**config.mk**
```make
export PLATFORM = sky130hd
export DESIGN_NAME = tpram_param_flat
export DESIGN_NICKNAME = d
export VERILOG_FILES = /design/src/rtl/tpram_param_if.sv /design/src/rtl/tpram_param.sv /design/src/flat_wrapper.sv
export SDC_FILE = /design/constraint.sdc
export NUM_CORES = 2
export LEC_CHECK = 0
export CAP_MARGIN = 5
export CORE_MARGIN = 1.5
export CORE_UTILIZATION = 55
export CTS_CLUSTER_SIZE = 40
export DETAILED_ROUTE_END_ITERATION = 8
export GPL_TIMING_DRIVEN = 0
export MAX_ROUTING_LAYER = met4
export PLACE_DENSITY = 0.73
export SLEW_MARGIN = 20
export SYNTH_ARGS = -nofsm -noshare
export SYNTH_HDL_FRONTEND = slang
export SYNTH_SLANG_ARGS = --single-unit
```
**constraint.sdc**
```tcl
create_clock -name clk -period 5.8 [get_ports clk]
set_input_delay 0.87 -clock clk [delete_from_list [all_inputs] [get_ports clk]]
set_output_delay 0.87 -clock clk [all_outputs]
set_load 0.01 [all_outputs]
```
**src/rtl/tpram_param_if.sv**
```systemverilog
// Port bundle for tpram_param: write port A, read port B and status.
interface tpram_param_if #(
    parameter int DATA_W = 16,
    parameter int BYTE_W = 8,
    parameter int ADDR_W = 8
);
    localparam int NB = DATA_W / BYTE_W;

    logic              wea;
    logic [NB-1:0]     bea;
    logic [ADDR_W-1:0] addra;
    logic [DATA_W-1:0] data_i_a;
    logic              enb;
    logic [ADDR_W-1:0] addrb;
    logic [DATA_W-1:0] data_o_b;
    logic              valid_o_b;
    logic              init_busy;

    modport master (
        output wea, bea, addra, data_i_a, enb, addrb,
        input  data_o_b, valid_o_b, init_busy
    );

    modport slave (
        input  wea, bea, addra, data_i_a, enb, addrb,
        output data_o_b, valid_o_b, init_busy
    );
endinterface

```
**src/rtl/tpram_param.sv**
```systemverilog
// Parametrised two-port RAM: byte-enabled write port, read port with
// same-address forwarding, optional output register and clear-on-reset.
module tpram_param #(
    parameter int DATA_W  = 16,
    parameter int BYTE_W  = 8,
    parameter int ADDR_W  = 8,
    parameter int OUT_REG = 0
) (
    input logic         clk,
    input logic         rst,
    tpram_param_if.slave bus
);
    localparam int NB    = DATA_W / BYTE_W;
    localparam int DEPTH = 1 << ADDR_W;

    typedef enum logic {INIT, RUN} state_t;

    state_t            state;
    state_t            state_nx;
    logic [ADDR_W-1:0] clr_addr;
    logic [DATA_W-1:0] mem [DEPTH];
    logic              wr_go;
    logic              rd_go;
    logic              hit;
    logic [DATA_W-1:0] rd_word;
    logic              v1;
    logic [DATA_W-1:0] d1;

    assign wr_go = (state == RUN) && bus.wea;
    assign rd_go = (state == RUN) && bus.enb;
    assign hit   = wr_go && (bus.addra == bus.addrb);
    assign bus.init_busy = (state == INIT);

    always_ff @(posedge clk or posedge rst) begin
        if (rst) begin
            state    <= INIT;
            clr_addr <= '0;
        end else begin
            state <= state_nx;
            if (state == INIT)
                clr_addr <= clr_addr + 1'b1;
        end
    end

    always_comb begin
        state_nx = state;
        unique case (state)
            INIT: if (&clr_addr) state_nx = RUN;
            RUN:  state_nx = RUN;
            default: state_nx = INIT;
        endcase
    end

    // Clearing owns the array while INIT; user writes only in RUN.
    always_ff @(posedge clk) begin
        if (state == INIT) begin
            mem[clr_addr] <= '0;
        end else if (wr_go) begin
            for (int i = 0; i < NB; i++)
                if (bus.bea[i])
                    mem[bus.addra][i*BYTE_W +: BYTE_W] <=
                        bus.data_i_a[i*BYTE_W +: BYTE_W];
        end
    end

    // Same-edge write to the read address returns the merged new word.
    always_comb begin
        rd_word = mem[bus.addrb];
        for (int i = 0; i < NB; i++)
            if (hit && bus.bea[i])
                rd_word[i*BYTE_W +: BYTE_W] =
                    bus.data_i_a[i*BYTE_W +: BYTE_W];
    end

    always_ff @(posedge clk or posedge rst) begin
        if (rst) begin
            v1 <= 1'b0;
            d1 <= '0;
        end else begin
            v1 <= rd_go;
            if (rd_go)
                d1 <= rd_word;
        end
    end

    generate
        if (OUT_REG != 0) begin : g_oreg
            logic              v2;
            logic [DATA_W-1:0] d2;

            always_ff @(posedge clk or posedge rst) begin
                if (rst) begin
                    v2 <= 1'b0;
                    d2 <= '0;
                end else begin
                    v2 <= v1;
                    if (v1)
                        d2 <= d1;
                end
            end

            assign bus.valid_o_b = v2;
            assign bus.data_o_b  = d2;
        end else begin : g_noreg
            assign bus.valid_o_b = v1;
            assign bus.data_o_b  = d1;
        end
    endgenerate
endmodule

```
**src/flat_wrapper.sv**
```systemverilog
// flat-port wrapper written by rule: the top's interface ports become plain ports
module tpram_param_flat 
#(
    parameter int DATA_W  = 16,
    parameter int BYTE_W  = 8,
    parameter int ADDR_W  = 8,
    parameter int OUT_REG = 0
)
  (clk, rst, bus_wea, bus_bea, bus_addra, bus_data_i_a, bus_enb, bus_addrb, bus_data_o_b, bus_valid_o_b, bus_init_busy);
  tpram_param_if #(.DATA_W(DATA_W), .BYTE_W(BYTE_W), .ADDR_W(ADDR_W)) bus_i ();
  input logic clk;
  input logic rst;
  input wire logic [$bits(bus_i.wea)-1:0] bus_wea;
  input wire logic [$bits(bus_i.bea)-1:0] bus_bea;
  input wire logic [$bits(bus_i.addra)-1:0] bus_addra;
  input wire logic [$bits(bus_i.data_i_a)-1:0] bus_data_i_a;
  input wire logic [$bits(bus_i.enb)-1:0] bus_enb;
  input wire logic [$bits(bus_i.addrb)-1:0] bus_addrb;
  output wire logic [$bits(bus_i.data_o_b)-1:0] bus_data_o_b;
  output wire logic [$bits(bus_i.valid_o_b)-1:0] bus_valid_o_b;
  output wire logic [$bits(bus_i.init_busy)-1:0] bus_init_busy;
  assign bus_i.wea = bus_wea;
  assign bus_i.bea = bus_bea;
  assign bus_i.addra = bus_addra;
  assign bus_i.data_i_a = bus_data_i_a;
  assign bus_i.enb = bus_enb;
  assign bus_i.addrb = bus_addrb;
  assign bus_data_o_b = bus_i.data_o_b;
  assign bus_valid_o_b = bus_i.valid_o_b;
  assign bus_init_busy = bus_i.init_busy;
  tpram_param #(.DATA_W(DATA_W), .BYTE_W(BYTE_W), .ADDR_W(ADDR_W), .OUT_REG(OUT_REG)) u_core (.clk(clk), .rst(rst), .bus(bus_i));
endmodule
```
==> results.txt <==
status: finished with violations
failing checks: max-capacitance violations, max-slew violations
Yosys cell types: 39
ys flop type: edfxtp_1
part of the Yosys area used for sequential elements: 0.7828
clock buffer depth: 4
global route hottest layer: met2
Global Route Usage Sum: 0.3465
Slew @ Worst Pin: 1.491 ns
Final ANT Viol Nets: 0
Max VDD drop: 287.1 uV
yosys warns: 0
top post-synthesis cells by area: edfxtp_1, mux4_2, a22oi_1, nor2_1, a21oi_1
CP Buf/Inv Count: 3
unrepaired setup endpoints after global routing: false
GR Util met3: 0.1318
critical path arrival: 6.19 ns
core area: 285500 um2
vias in the first global route: 81175
clk sinks: 4122
#FFs+latches synth: 4122
critical path endpoint category: flip-flop
Post-CTS Setup Inserts: 0
crit-path cells: buf_2 > clkbuf_1 > clkbuf_2 > mux4_2 > a22oi_1 > a21oi_1 > o41ai_1 > and4_1 > o21ai_0
CTS buffer count: 393
Logic pwr share: 0.034
num rows: 196
crit-path leading delay family: buffers and inverters
DIE HEIGHT: 538.9 um
Mapped Cells: 7225
WL/cell: 41.01 um
Leakage Power: 44.91 nW
Final HPWL DP: 339500 um
CTS H-tree lvls: 5
post-synth top area share: 0.7787
final wirelength: 489400 um
fraction of registers with async set/reset: 0.006308
clock-pin slew on the worst setup and hold paths: 0.06 ns
max incr delay on CP: 1.20 ns
die width: 538.9 um
area delta synth->final: 13.45%
fin nets: 7835
area leader, netlist: edfxtp_1
GPL Wtd Cong: 1.063
first-pass GRT wire length: 661200 um
Port Buf Inserts: 53
Synth Area in XOR/XNOR: 0.0008318
Final min period: 5.428 ns
endpoints failing hold: 0
Min Hold Slack: 0.3343 ns
total gr overflow: 0
Clock Skew: 0.04095 ns
mux share of post-synthesis cell area: 0.1466
Vias/cell: 7.052
cell area after synthesis: 157900 um2
Hold Crit Class: primary input to async pin
CP required: 6.57 ns
Post-synth EDFFs: 4096
Worst Setup Start Kind: primary input
fill count: 18655
worst-skew pair later-pin latency: 0.93 ns
Tot Pwr: 59.65 mW
# IOs: 56
Flop pwr share: 0.540
initial core utilization: 0.5533
Mapped Avg Cell Area: 21.86 um2
final setup fails: 0
P_sw: 12.52 mW
Worst Path Class, Setup: primary input to flip-flop
Net Count, Synth: 7264
relative slew slack: -0.006968
switch share: 0.2100
M1 GR Usage: 0.4238
main combinational cell family by area after synthesis: multiplexers
max frequency: 184.2 MHz
antenna violations before repair: 41
grt met2 use: 0.4857
Adder-Cell Fraction of Synth Area: 0.00007922
Clk pwr share: 0.426
Die Area: 290400 um2
largest net degree at the start of global routing: 74
DR DRC count: 0
crit path max-delay cell type: o41ai_1
number of max-cap violations: 1
total number of vias: 84153
critical path fanouts, max: 10
crit share post-route: 0.9358
Root Buffer: clkbuf_16
Int Pwr: 47.13 mW
compound-gate portion of the synthesized area: 0.03848
post_cts resized: 0
drt initial violations: 14572
share of layout cells above drive strength 1: 0.2423
Pre-antenna DRT Iters: 7
pwr dens: 332.9 nW/um2
Post-Synth Simple-Gate Area: 0.01801
CTS Hold Buffers Added: 0
CTS tree: built
fin. max-slew vios: 1
[power by group through the flow]
stage	registers, mW	clock network [mW]	logic [mW]
after floorplan	32.9	0	0.969
after global placement	32.9	0	1.89
after detailed placement	32.9	0	1.93
after CTS	32.2	25.3	1.94
after global routing	32.2	26.4	2.01
final	32.2	25.4	2.03
[cell families after synthesis]
family,after synthesis
fa+ha+maj,1
simple gates,694
flops,4122
compound gates,883
xor+xnor,15
buf+inv,477
mux,1033
[final cells by class]
type	count	area, um2	area share
antenna	60	150.1	0.0008379
buffer	473	2186	0.01220
clock buffer	484	10370	0.05786
clock inverter	226	2111	0.01178
inverter	4	15.01	0.00008379
multi-input combinational	2626	32490	0.1813
sequential	4122	123600	0.6901
tap	3762	4707	0.02627
timing repair buffer	176	3512	0.01960
[worst paths after layout]
path / startpoint / endpoint / slack, ns / depth (start not counted)
worst max register to register: u_core.state$_DFF_PP0_ / u_core.mem[207][3]$_DFFE_PP_ / 0.93 / 12
worst min register to register: u_core.clr_addr[5]$_DFFE_PP0N_ / u_core.clr_addr[5]$_DFFE_PP0N_ / 0.61 / 1
worst max-delay path: bus_addrb[1] / u_core.bus.data_o_b[9]$_DFFE_PP0P_ / 0.37 / 9
min in group clk: u_core.clr_addr[5]$_DFFE_PP0N_ / u_core.clr_addr[5]$_DFFE_PP0N_ / 0.61 / 1
max in group asynchronous: rst / u_core.bus.data_o_b[12]$_DFFE_PP0P_ / 5.07 / 2
worst min-delay path: rst / u_core.state$_DFF_PP0_ / 0.33 / 2
[placed cells by master (no fill, tap or decap), drive strengths merged, types with 7 or more instances in the layout]
cell type / Yosys / final
nand3: 9 / 9
inv: 3 / 8
edfxtp: 4096 / 4096
diode: 0 / 60
o21ai: 19 / 19
bufinv: 0 / 37
nand3b: 12 / 12
nor2: 526 / 526
o41a: 16 / 16
mux4: 1024 / 1024
o41ai: 64 / 64
a22oi: 512 / 512
a21oi: 258 / 258
and4: 16 / 16
o31ai: 7 / 7
clkinv: 1 / 175
clkdlybuf4s50: 0 / 53
and2: 18 / 18
clkbuf: 292 / 780
mux2i: 8 / 8
dfrtp: 26 / 26
buf: 181 / 300
nand2: 94 / 94
clkinvlp: 0 / 10
xor2: 11 / 11
[flip-flops by register name, summed over array words and instances (netlist names)]
register / count
u_core.bus.data_o_b: 16
u_core.clr_addr: 8
u_core.mem: 4096
u_core.state: 1
u_core.bus.valid_o_b: 1
[routing by layer]
layer | wire (um) | vias up | part of all wire
met1 | 160400 | 43768 | 0.33
met3 | 74620 | 1357 | 0.15
met2 | 216000 | 7209 | 0.44
met5 | 0 | - | 0
li1 | - | 31819 | -
met4 | 38400 | 0 | 0.078
[stage by stage]
step	util	cells	setup slack, ns	setup TNS (ns)	cell area, um2
after floorplan	-	7225	0.1397	0	158000
after global placement	0.5717	11040	-5.579	-	163200
after detailed placement	0.5832	11161	-0.2206	-31.52	166500
after CTS	0.6269	11871	0.6591	0	178900
after global routing	0.6275	11912	0.7656	0	179100
final	0.6277	11933	0.3725	0	179200
[synthesized netlist by cell type, drive strengths merged (2+ instances only)]
cell       n
inv        3
mux2i      8
nor2     526
o31ai      7
mux4    1024
nor2b      5
a22oi    512
a21oi    258
clkbuf   292
xnor2      4
nand2b     4
or3        5
xor2      11
nand4      2
o41a      16
o21a       3
dfrtp     26
nand3b    12
o21ai     19
o41ai     64
buf      181
nand3      9
edfxtp  4096
nand2     94
and2      18
and4      16
(Power assumes the default switching activity.)
